$ cat src/rtl/ser2par_pkg.sv
// Shared state encoding and default word width for the serial-to-parallel converter.
package ser2par_pkg;

  localparam int WIDTH_DEF = 16;

  typedef enum logic [1:0] {
    IDLE  = 2'd0,
    SHIFT = 2'd1,
    HOLD  = 2'd2
  } state_e;

endpackage

$ cat src/rtl/ser2par_bit_cnt.sv
// Saturating accepted-bit counter; done flags the bit that completes a frame.
module ser2par_bit_cnt #(
  parameter int FRAME = 16,
  parameter int CW    = $clog2(FRAME + 1)
) (
  input  logic          clk,
  input  logic          rst,
  input  logic          clr,
  input  logic          inc,
  output logic [CW-1:0] count,
  output logic          done
);

  logic [CW-1:0] count_q, count_d;

  always_comb begin
    count_d = count_q;
    if (clr) begin
      count_d = '0;
    end else if (inc && (count_q != CW'(FRAME))) begin
      count_d = count_q + CW'(1);
    end
  end

  always_ff @(posedge clk or posedge rst) begin
    if (rst) count_q <= '0;
    else     count_q <= count_d;
  end

  assign count = count_q;
  assign done  = inc && !clr && (count_q == CW'(FRAME - 1));

endmodule

$ cat src/rtl/ser2par_16bit.sv
// Serial-to-parallel converter with hold-until-consumed output.
// Define SER2PAR_PARITY_EN to expect a trailing even-parity bit per frame.
module ser2par_16bit
  import ser2par_pkg::*;
#(
  parameter int WIDTH     = WIDTH_DEF,
  parameter bit MSB_FIRST = 1'b1
) (
  input  logic             clk,
  input  logic             rst,
  input  logic             clr,
  input  logic             ser_in,
  input  logic             ser_valid,
  output logic             ser_ready,
  output logic [WIDTH-1:0] par_out,
  output logic             out_valid,
  input  logic             out_ready,
  output logic             busy,
  output logic             parity_err
);

`ifdef SER2PAR_PARITY_EN
  localparam int FRAME = WIDTH + 1;
`else
  localparam int FRAME = WIDTH;
`endif
  localparam int CW = $clog2(FRAME + 1);

  state_e           state_q, state_d;
  logic [WIDTH-1:0] sreg_q, sreg_d, sreg_shift;
  logic [WIDTH-1:0] par_out_q, par_out_d;
  logic             perr_q, perr_d;
  logic [CW-1:0]    cnt;
  logic             cnt_done, cnt_clr, accept, data_bit, frame_perr;

  assign ser_ready = (state_q != HOLD);
  assign accept    = ser_valid & ser_ready;
  assign cnt_clr   = clr | ((state_q == HOLD) & out_ready);
  // Only the first WIDTH bits of a frame are data; a parity bit never enters the shifter.
  assign data_bit  = (cnt < CW'(WIDTH));

  ser2par_bit_cnt #(.FRAME(FRAME), .CW(CW)) u_cnt (
    .clk  (clk),
    .rst  (rst),
    .clr  (cnt_clr),
    .inc  (accept),
    .count(cnt),
    .done (cnt_done)
  );

  generate
    if (MSB_FIRST) begin : g_msb
      assign sreg_shift = {sreg_q[WIDTH-2:0], ser_in};
    end else begin : g_lsb
      assign sreg_shift = {ser_in, sreg_q[WIDTH-1:1]};
    end
  endgenerate

`ifdef SER2PAR_PARITY_EN
  assign frame_perr = (^sreg_q) ^ ser_in;
`else
  assign frame_perr = 1'b0;
`endif

  always_comb begin
    state_d   = state_q;
    sreg_d    = sreg_q;
    par_out_d = par_out_q;
    perr_d    = perr_q;
    if (clr) begin
      state_d = IDLE;
      sreg_d  = '0;
      perr_d  = 1'b0;
    end else begin
      case (state_q)
        IDLE, SHIFT: begin
          if (accept) begin
            if (data_bit) sreg_d = sreg_shift;
            if (cnt_done) begin
              state_d   = HOLD;
              par_out_d = data_bit ? sreg_shift : sreg_q;
              sreg_d    = '0;
              perr_d    = frame_perr;
            end else begin
              state_d = SHIFT;
            end
          end
        end
        HOLD: begin
          if (out_ready) state_d = IDLE;
        end
        default: state_d = IDLE;
      endcase
    end
  end

  always_ff @(posedge clk or posedge rst) begin
    if (rst) begin
      state_q   <= IDLE;
      sreg_q    <= '0;
      par_out_q <= '0;
      perr_q    <= 1'b0;
    end else begin
      state_q   <= state_d;
      sreg_q    <= sreg_d;
      par_out_q <= par_out_d;
      perr_q    <= perr_d;
    end
  end

  assign par_out    = par_out_q;
  assign out_valid  = (state_q == HOLD);
  assign busy       = (state_q == SHIFT);
  assign parity_err = perr_q;

endmodule

$ cat config.mk
export PLATFORM = sky130hd
export DESIGN_NAME = ser2par_16bit
export DESIGN_NICKNAME = d
export VERILOG_FILES = /design/src/rtl/ser2par_pkg.sv /design/src/rtl/ser2par_bit_cnt.sv /design/src/rtl/ser2par_16bit.sv
export SDC_FILE = /design/constraint.sdc
export NUM_CORES = 1
export LEC_CHECK = 0
export BUFFER_PORTS_ARGS = -buffer_cell sky130_fd_sc_hd__buf_4
export CAP_MARGIN = 20
export CELL_PAD_IN_SITES_DETAIL_PLACEMENT = 1
export CELL_PAD_IN_SITES_GLOBAL_PLACEMENT = 1
export CORE_MARGIN = 4
export CORE_UTILIZATION = 48
export CTS_CLUSTER_SIZE = 40
export DETAILED_ROUTE_END_ITERATION = 8
export PLACE_DENSITY_LB_ADDON = 0.3
export SLEW_MARGIN = 25
export SYNTH_ARGS = -nofsm -noshare
export SYNTH_HDL_FRONTEND = slang
export SYNTH_SLANG_ARGS = --single-unit
$ cat constraint.sdc
create_clock -name clk -period 3.92 [get_ports clk]
set_input_delay 1.176 -clock clk [delete_from_list [all_inputs] [get_ports clk]]
set_output_delay 1.176 -clock clk [all_outputs]
set_load 0.03 [all_outputs]
==> results.json <==
{
  "whs_ps": 521,
  "grt.total_usage": 0.187,
  "maxCapViolCount": 0,
  "final_common_cell": "dfrtp_1",
  "multiInputGateArea_um2": 763,
  "clock-root-buffer": "clkbuf_8",
  "clkTransAtPathRegs_ps": 80,
  "tightest_slew_ps": 1020,
  "post_cts_buffers": 0,
  "synthFlopType": "dfrtp_1",
  "setup_viol": 0,
  "p_leak_nw": 1.03,
  "register_area_um2": 976,
  "routabilityCongestion": 0.766,
  "yosys.area.top_type": "dfrtp_1",
  "slowest_stage": "dfrtp_1",
  "fin_skew_ps": 4.97,
  "ios": 26,
  "ir_drop_mv": 0.226,
  "routed_wl_um": 4050,
  "cp_max_fo": 23,
  "fin_setup_tns_ps": 0,
  "drive_gt1_frac": 0.219,
  "fin_nets": 195,
  "cts.sinks": 39,
  "fin_crit_ps": 2580,
  "dp_hpwl_um": 2840,
  "placementRows": 22,
  "antenna_cells": 0,
  "die-area_mm2": 0.00488,
  "drtAntennaViolNets": 0,
  "fp.coreArea_mm2": 0.00369,
  "grt_overflow": 0,
  "crit_required_ps": 4140,
  "fillers": 412,
  "die_y_um": 69.8,
  "ff2ff_setup_slack_ps": 1340,
  "ys_top_cells_by_area": "dfrtp_1, mux2i_1, a21oi_1",
  "cts_resized": 0,
  "synth_nets": 174,
  "clock_path_buffers": 2,
  "synth.cell_area_mm2": 0.00184,
  "die_w_um": 69.8,
  "drcViolationCount": 0,
  "synth_edf_count": 0,
  "dr.pass1.iters": 4,
  "grt_first_pass_wirelength_um": 7270,
  "grt_pass1_vias": 1511,
  "synth_top_area_share": 0.532,
  "fin_ws_ps": 1340,
  "synth_seq_cells": 39,
  "outcome": "complete, no violations",
  "crit_type": "flop to flop",
  "post-place-ws_ps": 1240,
  "hold_viol": 0,
  "synthArstFlopShare": 1.00,
  "path_cells": "inv_1 -> ha_1 -> nor2_1 -> nor4b_4 -> a22o_1",
  "cts_tree": "yes",
  "syn2layout_area_growth_pct": 16.0,
  "cts-hold-fix-buffers": 0,
  "syn_inst": 165,
  "slew_violations": 0,
  "mostFrequentLayoutCells": "dfrtp_1, buf_4, a21oi_1, nor2_1, mux2i_1",
  "max_stage_delay_ps": 1020,
  "via_per_inst": 5.77,
  "io_buffers": 24,
  "powerDensity_mw_per_mm2": 377,
  "cts_max_level": 2,
  "finalCritPeriodShare": 0.657,
  "start_util": 0.498,
  "grt_max_degree": 24,
  "wl_per_cell_um": 17.2,
  "cts_buffers": 5,
  "clk_latency_ps": 290,
  "cp-start-kind": "flop",
  "end_kind": "flop",
  "synth_cell_types": 32,
  "fmax_mhz": 388,
  "antenna_found_initial": 0,
  "rsz0062_at_grt": "false",
  "seq_area_frac_synth": 0.532,
  "syn-mean-instance-area_um2": 11.1,
  "ys_warn_count": 0,
  "vias": 1355,
  "worstHoldPathType": "flop to flop",
  "slew_headroom": 0.323,
  "cp_data_arrival_time_ps": 2800,
  "drt_first_iter_violations": 33
}
flip-flops by register name (all words and copies together), names as in the netlist:
register / count
sreg_q: 16
par_out: 16
state_q: 2
u_cnt.count: 5
power breakdown:
part / internal [mW] / switching [mW] / total [mW]
registers: 0.406 / 0.0114 / 0.418
logic: 0.0227 / 0.0319 / 0.0547
clock network: 0.189 / 0.142 / 0.331
total: 0.619 / 0.185 / 0.803
cells in the mapped netlist, drive strengths merged, types with 2 or more instances:
cell type,number
o31ai,4
nor2,19
buf,12
o21ai,2
inv,6
and4bb,2
mux2i,15
nand3,3
a21oi,24
a21o,2
dfrtp,39
nand2b,3
and2b,2
nor2b,2
a22o,13
ha,3
or4,3
worst max-delay path: cells and delay by family (launching register included):
kind | cells | cell delay (ps)
compound gates | 1 | 230
simple gates | 2 | 830
flops | 1 | 1020
buf+inv | 1 | 120
fa+ha+maj | 1 | 310
area by class of cell:
cell class | count | share of cell area
inverter | 6 | 0.0106
clock inverter | 3 | 0.0206
tap | 48 | 0.0282
clock buffer | 5 | 0.0323
timing repair buffer | 26 | 0.0917
sequential | 39 | 0.458
multi-input combinational | 108 | 0.358
cell families (layout without fill, tap and decap cells):
group           Yosys count  count (layout)  share of synthesized area
mux                      15              15                     0.0818
flops                    39              39                      0.532
buf+inv                  18              40                     0.0525
simple gates             39              39                      0.130
fa+ha+maj                 3               3                     0.0205
other cells               1               1                    0.00204
compound gates           50              50                      0.182
routing by layer:
layer  wire length (um)  global-route usage  up-vias
li1                   -                   -      633
met1               1670               0.219      695
met2               2190               0.329       21
met3                123              0.0464        6
met4                 62              0.0638        0
met5                  0                   0        -
per-stage QoR:
step	total power, mW	cells	instance area (um2)	utilization
after floorplan	0.467	165	1840	-
after global placement	0.478	227	2020	0.547
after detailed placement	0.482	227	2020	0.547
after CTS	0.809	235	2130	0.577
after global routing	0.841	235	2130	0.577
final	0.803	235	2130	0.577
path summary, 6_finish.rpt:
path | start | endpoint | cells after the start
worst max-delay path | u_cnt.count[4] | sreg_q[1] | 5
worst min-delay path | sreg_q[15] | sreg_q[15] | 1
worst max register to register | u_cnt.count[4] | sreg_q[1] | 5
worst min register to register | sreg_q[15] | sreg_q[15] | 1
max in group asynchronous | rst | state_q[0] | 3
min in group asynchronous | rst | sreg_q[8] | 2
Power figures use the tool's default switching activity.
